==> src/rtl/pipe_pkg.sv <==
// Shared pipeline-register definitions: NOP encoding, field widths,
// load/store one-hot bit positions, branch class and ALU op encodings.
package pipe_pkg;

  localparam int unsigned INSTR_W   = 32;
  localparam int unsigned REG_IDX_W = 5;
  localparam int unsigned ALU_OP_W  = 6;
  localparam int unsigned LS_INFO_W = 8;
  localparam int unsigned BR_INFO_W = 4;
  localparam int unsigned CNT_W     = 32;

  // addi x0,x0,0
  localparam logic [INSTR_W-1:0] NOP_INSTR = 32'h0000_0013;

  localparam logic [ALU_OP_W-1:0] ALU_OP_ADD = 6'd0;

  // One-hot load/store info bit positions
  localparam int unsigned LS_LB  = 7;
  localparam int unsigned LS_LH  = 6;
  localparam int unsigned LS_LW  = 5;
  localparam int unsigned LS_LBU = 4;
  localparam int unsigned LS_LHU = 3;
  localparam int unsigned LS_SB  = 2;
  localparam int unsigned LS_SH  = 1;
  localparam int unsigned LS_SW  = 0;

  typedef enum logic [BR_INFO_W-1:0] {
    BR_NONE = 4'd0,
    BR_BEQ  = 4'd1,
    BR_BNE  = 4'd2,
    BR_BLT  = 4'd3,
    BR_BGE  = 4'd4,
    BR_BLTU = 4'd5,
    BR_BGEU = 4'd6,
    BR_JAL  = 4'd7,
    BR_JALR = 4'd8
  } br_info_e;

endpackage

==> src/rtl/pipe_dff.sv <==
// Generic pipeline-register field: reset value, bubble image, stall hold.
// Priority: reset > bubble > stall > load.
module pipe_dff #(
  parameter int unsigned   W       = 1,
  parameter logic [W-1:0]  RST_VAL = '0
) (
  input  logic         clk,
  input  logic         rst_n,
  input  logic         stall,
  input  logic         bubble,
  input  logic [W-1:0] bubble_val,
  input  logic [W-1:0] d,
  output logic [W-1:0] q
);

  // Field register with bubble taking precedence over stall
  always_ff @(posedge clk or negedge rst_n) begin
    if (!rst_n) begin
      q <= RST_VAL;
    end else if (bubble) begin
      q <= bubble_val;
    end else if (!stall) begin
      q <= d;
    end
  end

endmodule

==> src/rtl/pipe_reg_execute.sv <==
// Decode-to-execute pipeline register (regE).
// Optional hazard-event counters are compiled in with PIPE_REG_PERF_CNT_EN.
module pipe_reg_execute #(
  parameter int unsigned XLEN      = 32,
  parameter logic [31:0] NOP_INSTR = pipe_pkg::NOP_INSTR
) (
  input  logic            clk,
  input  logic            rst_n,
  input  logic            ctrl_i_regE_stall,
  input  logic            ctrl_i_regE_bubble,
  input  logic            decode_i_valid,
  input  logic [XLEN-1:0] decode_i_pc,
  input  logic [31:0]     decode_i_instr,
  input  logic [4:0]      decode_i_rs1,
  input  logic [4:0]      decode_i_rs2,
  input  logic [4:0]      decode_i_rd,
  input  logic [XLEN-1:0] decode_i_rs1_data,
  input  logic [XLEN-1:0] decode_i_rs2_data,
  input  logic [XLEN-1:0] decode_i_imm,
  input  logic [5:0]      decode_i_alu_op,
  input  logic [7:0]      decode_i_load_store_info,
  input  logic [3:0]      decode_i_branch_info,
  input  logic            decode_i_pred_taken,
  output logic            regE_o_valid,
  output logic [XLEN-1:0] regE_o_pc,
  output logic [31:0]     regE_o_instr,
  output logic [4:0]      regE_o_rs1,
  output logic [4:0]      regE_o_rs2,
  output logic [4:0]      regE_o_rd,
  output logic [XLEN-1:0] regE_o_rs1_data,
  output logic [XLEN-1:0] regE_o_rs2_data,
  output logic [XLEN-1:0] regE_o_imm,
  output logic [5:0]      regE_o_alu_op,
  output logic [7:0]      regE_o_load_store_info,
  output logic [3:0]      regE_o_branch_info,
`ifdef PIPE_REG_PERF_CNT_EN
  output logic [31:0]     regE_o_bubble_cnt,
  output logic [31:0]     regE_o_stall_cnt,
`endif
  output logic            regE_o_pred_taken
);

  import pipe_pkg::*;

  logic [REG_IDX_W-1:0] rd_d;
  logic [LS_INFO_W-1:0] ls_d;
  logic [BR_INFO_W-1:0] br_d;
  logic                 pt_d;

  // Invalid slots must not raise load-use hazards or branch fixes downstream
  always_comb begin
    rd_d = '0;
    ls_d = '0;
    br_d = BR_NONE;
    pt_d = 1'b0;
    if (decode_i_valid) begin
      rd_d = decode_i_rd;
      ls_d = decode_i_load_store_info;
      br_d = decode_i_branch_info;
      pt_d = decode_i_pred_taken;
    end
  end

  pipe_dff #(.W(1), .RST_VAL(1'b0)) u_valid (
    .clk(clk), .rst_n(rst_n), .stall(ctrl_i_regE_stall), .bubble(ctrl_i_regE_bubble),
    .bubble_val(1'b0), .d(decode_i_valid), .q(regE_o_valid));

  pipe_dff #(.W(XLEN), .RST_VAL('0)) u_pc (
    .clk(clk), .rst_n(rst_n), .stall(ctrl_i_regE_stall), .bubble(ctrl_i_regE_bubble),
    .bubble_val('0), .d(decode_i_pc), .q(regE_o_pc));

  pipe_dff #(.W(INSTR_W), .RST_VAL(NOP_INSTR)) u_instr (
    .clk(clk), .rst_n(rst_n), .stall(ctrl_i_regE_stall), .bubble(ctrl_i_regE_bubble),
    .bubble_val(NOP_INSTR), .d(decode_i_instr), .q(regE_o_instr));

  pipe_dff #(.W(REG_IDX_W), .RST_VAL('0)) u_rs1 (
    .clk(clk), .rst_n(rst_n), .stall(ctrl_i_regE_stall), .bubble(ctrl_i_regE_bubble),
    .bubble_val('0), .d(decode_i_rs1), .q(regE_o_rs1));

  pipe_dff #(.W(REG_IDX_W), .RST_VAL('0)) u_rs2 (
    .clk(clk), .rst_n(rst_n), .stall(ctrl_i_regE_stall), .bubble(ctrl_i_regE_bubble),
    .bubble_val('0), .d(decode_i_rs2), .q(regE_o_rs2));

  pipe_dff #(.W(REG_IDX_W), .RST_VAL('0)) u_rd (
    .clk(clk), .rst_n(rst_n), .stall(ctrl_i_regE_stall), .bubble(ctrl_i_regE_bubble),
    .bubble_val('0), .d(rd_d), .q(regE_o_rd));

  pipe_dff #(.W(XLEN), .RST_VAL('0)) u_rs1_data (
    .clk(clk), .rst_n(rst_n), .stall(ctrl_i_regE_stall), .bubble(ctrl_i_regE_bubble),
    .bubble_val('0), .d(decode_i_rs1_data), .q(regE_o_rs1_data));

  pipe_dff #(.W(XLEN), .RST_VAL('0)) u_rs2_data (
    .clk(clk), .rst_n(rst_n), .stall(ctrl_i_regE_stall), .bubble(ctrl_i_regE_bubble),
    .bubble_val('0), .d(decode_i_rs2_data), .q(regE_o_rs2_data));

  pipe_dff #(.W(XLEN), .RST_VAL('0)) u_imm (
    .clk(clk), .rst_n(rst_n), .stall(ctrl_i_regE_stall), .bubble(ctrl_i_regE_bubble),
    .bubble_val('0), .d(decode_i_imm), .q(regE_o_imm));

  pipe_dff #(.W(ALU_OP_W), .RST_VAL(ALU_OP_ADD)) u_alu_op (
    .clk(clk), .rst_n(rst_n), .stall(ctrl_i_regE_stall), .bubble(ctrl_i_regE_bubble),
    .bubble_val(ALU_OP_ADD), .d(decode_i_alu_op), .q(regE_o_alu_op));

  pipe_dff #(.W(LS_INFO_W), .RST_VAL('0)) u_ls_info (
    .clk(clk), .rst_n(rst_n), .stall(ctrl_i_regE_stall), .bubble(ctrl_i_regE_bubble),
    .bubble_val('0), .d(ls_d), .q(regE_o_load_store_info));

  pipe_dff #(.W(BR_INFO_W), .RST_VAL(BR_NONE)) u_br_info (
    .clk(clk), .rst_n(rst_n), .stall(ctrl_i_regE_stall), .bubble(ctrl_i_regE_bubble),
    .bubble_val(BR_NONE), .d(br_d), .q(regE_o_branch_info));

  pipe_dff #(.W(1), .RST_VAL(1'b0)) u_pred_taken (
    .clk(clk), .rst_n(rst_n), .stall(ctrl_i_regE_stall), .bubble(ctrl_i_regE_bubble),
    .bubble_val(1'b0), .d(pt_d), .q(regE_o_pred_taken));

`ifdef PIPE_REG_PERF_CNT_EN
  logic [CNT_W-1:0] bubble_cnt_q;
  logic [CNT_W-1:0] stall_cnt_q;

  // Saturating hazard-event counters; a stall masked by a bubble is not counted
  always_ff @(posedge clk or negedge rst_n) begin
    if (!rst_n) begin
      bubble_cnt_q <= '0;
      stall_cnt_q  <= '0;
    end else begin
      if (ctrl_i_regE_bubble && (bubble_cnt_q != '1)) begin
        bubble_cnt_q <= bubble_cnt_q + 1'b1;
      end
      if (ctrl_i_regE_stall && !ctrl_i_regE_bubble && (stall_cnt_q != '1)) begin
        stall_cnt_q <= stall_cnt_q + 1'b1;
      end
    end
  end

  assign regE_o_bubble_cnt = bubble_cnt_q;
  assign regE_o_stall_cnt  = stall_cnt_q;
`endif

endmodule

==> config.mk <==
export PLATFORM = sky130hd
export DESIGN_NAME = pipe_reg_execute
export DESIGN_NICKNAME = d
export VERILOG_FILES = /design/src/rtl/pipe_pkg.sv /design/src/rtl/pipe_dff.sv /design/src/rtl/pipe_reg_execute.sv
export SDC_FILE = /design/constraint.sdc
export NUM_CORES = 1
export LEC_CHECK = 0
export ABC_AREA = 0
export ABC_CLOCK_PERIOD_IN_PS = 950
export CAP_MARGIN = 20
export CORE_MARGIN = 10
export CORE_UTILIZATION = 35
export DETAILED_ROUTE_END_ITERATION = 8
export HOLD_SLACK_MARGIN = 0.05
export PLACE_DENSITY = 0.8
export SLEW_MARGIN = 20
export SYNTH_ARGS = -nofsm -noshare
export SYNTH_HDL_FRONTEND = slang
export SYNTH_HIERARCHICAL = 1
export SYNTH_SLANG_ARGS = --single-unit
==> constraint.sdc <==
create_clock -name clk -period 0.95 [get_ports clk]
set_clock_uncertainty 0.2 [all_clocks]
set_input_delay 0.095 -clock clk [delete_from_list [all_inputs] [get_ports clk]]
set_output_delay 0.095 -clock clk [all_outputs]
set_load 0.02 [all_outputs]
# --- Yosys cells after proc, flatten, opt, wreduce, memory -nomap -nowiden ---
# Index checks and enable logic that the tools add are counted.
totals:
  reg_bits: 195
  in_bits: 199
op_classes:
  n_eq_ne: 1
  n_mux: 30
op_table:
  columns: ["operator", "n"]
  rows:
  - ["$mux W32", 10]
  - ["$mux W5", 7]
  - ["$mux W8", 3]
  - ["$mux W4", 3]
  - ["$mux W6", 2]
  - ["$mux W1", 5]
  - ["$ne A2 B1 Y1 const B", 1]

# --- Depth between registers and ports, before layout ---
depth:
  word_depth: 3
  depth_mapped: 4
  ltp_nobuf: 3

# --- Hierarchy ---
# The synthesis kept the hierarchy.
modules_own_cells:
  columns: ["module", "instances", "cells_per_inst", "area_each_um2"]
  rows:
  - ["pipe_dff at u_imm ...", 4, 139, 1515.2]
  - ["pipe_dff at u_instr", 1, 139, 1519.0]
  - ["pipe_dff at u_rd ...", 3, 22, 235.2]
  - ["pipe_dff at u_ls_info", 1, 34, 372.9]
  - ["pipe_dff at u_alu_op", 1, 26, 279.0]
  - ["pipe_dff at u_br_info", 1, 17, 186.4]
  - ["pipe_reg_execute", 1, 21, 148.9]
  - ["pipe_dff at u_pred_taken ...", 2, 4, 43.8]

# --- Worst setup path before layout ---
# No wires, ideal clock.
synth_path:
  path_kind: "reg-to-reg"
  from: "register, netlist name u_instr/q[4]"
  to: "register u_instr.q[4]"
  setup_time_ps: 69
  arrival_time_ps: 762
  path_slack_ps: -81
  path_stages_with_launch: 3
  period_less_slack_ps: 1031
  path_cell_list: "dfstp_2 > mux2i_1 > o21ai_2"
synth_rtl:
  columns: ["item", "line", "text"]
  rows:
  - ["end signal, assigned", "pipe_dff.sv:21", "q <= bubble_val;"]
  - ["end, declared", "pipe_dff.sv:13", "output logic [W-1:0] q"]

# --- Worst setup path after layout ---
layout_path:
  from: "register u_instr.q[0]"
  to: "output port regE_o_instr[0]"
layout_rtl:
  columns: ["item", "line", "text"]
  rows:
  - ["end, declared", "pipe_reg_execute.sv:26", "output logic [31:0] regE_o_instr,"]
# No word-level cell between the ends.

==> results.txt <==
For this design the ratio of total power to cell area is 1450 nW/um^2. In this run the worst hold path is classified as input pin to async pin. The slack of the critical path was -429 ps; the post-synthesis cell type count was 14. Data arrives at the worst endpoint at 1080 ps. The buffer and inverter count on the worst path was 1. Setup repair after global routing could not meet its margin everywhere. Along the worst path, the maximum fanout reaches 2. The area of combinational cells with multiple inputs was 4620 um^2; the area share of the leading cell type in the synthesized netlist was 51.3%. Clock tree synthesis found a total of 195 sinks. The synthesized design contains 195 register bits. Ranked by instance count, the synthesized netlist is headed by mux2i_1 (195), nand2_1 (195), dfrtp_1 (192), o21ai_1 (175), buf_2 (35). The checks that failed: hold timing, setup timing. For this run, asynchronously set or reset flops after synthesis account for 100%. Across the whole layout, storage elements account for 5120 um^2.

The final-layout fill cell count is 2,079, and the leakage power figure is 0.00759 uW. In the synthesized netlist the dominant register cell turns out to be dfrtp_1. The slack of the worst reg-to-reg path is -160 ps.

The core region is 26,200 um^2. The critical path required time is 650 ps, and the first-pass detailed-route iteration total is 4. In the final layout, the share of cells above drive strength 1 is 37.0%. dfrtp_1 takes more of the synthesized area than any other cell. The area of the mapped netlist was 9360 um^2; the pin count of the biggest net entering global routing was 48.

The via count of the first global-routing pass was 8,683. For the clock latency on the worst-skew pair, the log shows 430 ps. The number of failing hold endpoints at the final stage came out at 173. The root buffer cell chosen for the clock tree is clkbuf_16.

The number of antenna violations at the first check in global routing is 1. The clock passes through at most 2 buffers. Clock tree synthesis inserted a total of 17 buffers. In the routed layout, each cell is associated on average with a via count of 4.44.

For the maximum vdd ir drop, the log shows 963 uV. The synthesized design contains 0 enable-type register cells. In this run, the number of DRC markers left after iteration 0 of detailed routing was 441.

The first global-routing pass estimated 49,300 um of wire. The area growth from synthesis to final layout came out at 72.9%. For this run, the top clock speed supported by timing is 725 MHz. The worst register-to-register path ends at u_rs2_data/q[10]$_DFFE_PN0P_. The per-cell routed wire length came out at 17.4 um. The count of final setup violators was 300. TritonCTS built the clock tree. The total routed wirelength was 32,600 um. The die extent in x works out to 184 um.

In the routed design, unresolved DRC markers number 0. For this run, the total global-route usage over all layers was measured as 18.6%. Number of rows created at floorplan: 59.

For this run, the post-layout net count is 1,721. The number of warnings printed during yosys synthesis is 6. The die outline height came out at 184 um. Family of cells with the greatest summed delay on the critical path: flip-flops. Once the floorplan was initialized, standard cells occupied 35.7% of the core. The critical path class was register to primary output. Yosys attributes the largest share of cell area to dfrtp_1 (51%), mux2i_1 (21%), o21ai_1 (9.4%). Summed over all layers, the global routing overflow is 0. The completed layout was analyzed and its total power is 23,500 uW. The worst setup path is launched from a register.

For the worst flop-to-flop path, the logic depth is 3. Walking the worst path, the cells encountered are buf_6. Of the available clock period, the critical path in the final layout requires 145%. The flow ran to the end, but the final reports show violations. In this run the mean area of a mapped cell was 10.8 um^2.

In this run the critical register-to-register path is launched from u_rs2_data/q[10]$_DFFE_PN0P_. In this design, the stage delay of the slowest critical-path cell is 540 ps. STA classifies the critical path endpoint as a primary output. The wire-length estimate of the detail-placed layout is 25,000 um. The cell at the slowest stage of the critical path was dfstp_2. The count of nets left with antenna violations once routing finished came out at 0. The detailed router placed 8,307 vias in this run. Port buffering added 393 buffers. The logs give 0 for the count of final max-slew check failures and -68,680 ps for the total negative setup slack. The die covers 33,700 um^2. For the register area share after synthesis, the log shows 52.2%. The count of mapped cells out of synthesis is 867, and the CTS clock-pin slew for the worst setup and hold paths is 80 ps. The worst hold margin was -662 ps; the count of max-cap constraint violations was 0. The congestion estimate from routability-driven global placement came to 0.797. The smallest clock period supported by the final layout is computed as 1380 ps.

The number of ports placed on the die boundary came out at 394. The maximum level of the CTS H-tree came out at 4.
## registers in the layout (all words and copies together), names as in the netlist, 5 cells and up
register,cells
u_imm/q,32
u_instr/q,32
u_pc/q,32
u_rs1_data/q,32
u_rs2_data/q,32
u_ls_info/q,8
u_alu_op/q,6
u_rd/q,5
u_rs1/q,5
u_rs2/q,5
## power breakdown
group | total (uW) | internal [uW] | switching [uW]
Combinational | 6550 | 3520 | 3030
Sequential | 9830 | 9210 | 624
Clock | 7060 | 3540 | 3520
## how the worst max path moves through the flow
stage	depth (start not counted)	start	slack (ps)	to
after floorplan	2	u_instr/q[4]$_DFFE_PN1P_	-80	u_instr/q[4]$_DFFE_PN1P_
after global placement	1	u_instr/q[0]$_DFFE_PN1P_	-460	regE_o_instr[0]
after detailed placement	5	decode_i_valid	-490	u_ls_info/q[0]$_DFFE_PN0P_
after CTS	1	u_instr/q[0]$_DFFE_PN1P_	-450	regE_o_instr[0]
after global routing	1	u_instr/q[0]$_DFFE_PN1P_	-480	regE_o_instr[0]
final	1	u_instr/q[0]$_DFFE_PN1P_	-430	regE_o_instr[0]
## routing by layer
layer / vias up / GRT usage [%] / wire length (um)
met5: - / 0 / 0
met4: 0 / 6.92 / 873
met3: 43 / 5.63 / 2320
met2: 246 / 34.3 / 17300
met1: 3931 / 19.5 / 12000
li1: 4087 / - / -
## layout make-up
type / count / area share (%)
clock buffer: 20 / 2.76
sequential: 195 / 31.7
tap: 335 / 2.59
timing repair buffer: 510 / 33.7
antenna: 1 / 0.0155
clock inverter: 12 / 0.734
multi-input combinational: 798 / 28.6
## metrics by stage
| step | util (%) | setup slack, ps | cell area (um^2) | instances |
|---|---|---|---|---|
| 6_report | 61.8 | -429 | 16200 | 1871 |
| 3_3_place_gp | 56.8 | -456 | 14900 | 1802 |
| 3_5_place_dp | 56.8 | -486 | 14900 | 1802 |
| 2_1_floorplan | - | -80.6 | 10300 | 1060 |
| 5_1_grt | 61.8 | -477 | 16200 | 1871 |
| 4_1_cts | 61.1 | -453 | 16000 | 1865 |
## cells by family after synthesis
logic type,share of synthesized area (%)
and+or+nand+nor,9.21
AOI/OAI and AO/OA,10.8
muxes,20.9
DFF,52.2
buffers and inverters,6.86
other,0.0802
## cell usage in the layout (no fill, tap or decap), drive strengths merged
cell type,instances
clkinvlp,1
mux2i,195
clkbuf,20
dlygate4sd2,1
dlygate4sd3,6
dfrtp,192
inv,4
diode,1
clkinv,7
o21ai,195
nand2,195
conb,195
clkdlybuf4s50,194
and2,18
buf,309
dfstp,3
## timing repair
item	CTS	global route
hold endpoints to repair	382	317
hold buffers	5	3
gates resized for setup	1162	43
pin swaps	12	38
setup buffers	27	16
gates cloned	0	0
setup endpoints to repair	250	404
No activity file was read; power rests on OpenSTA's default activity.
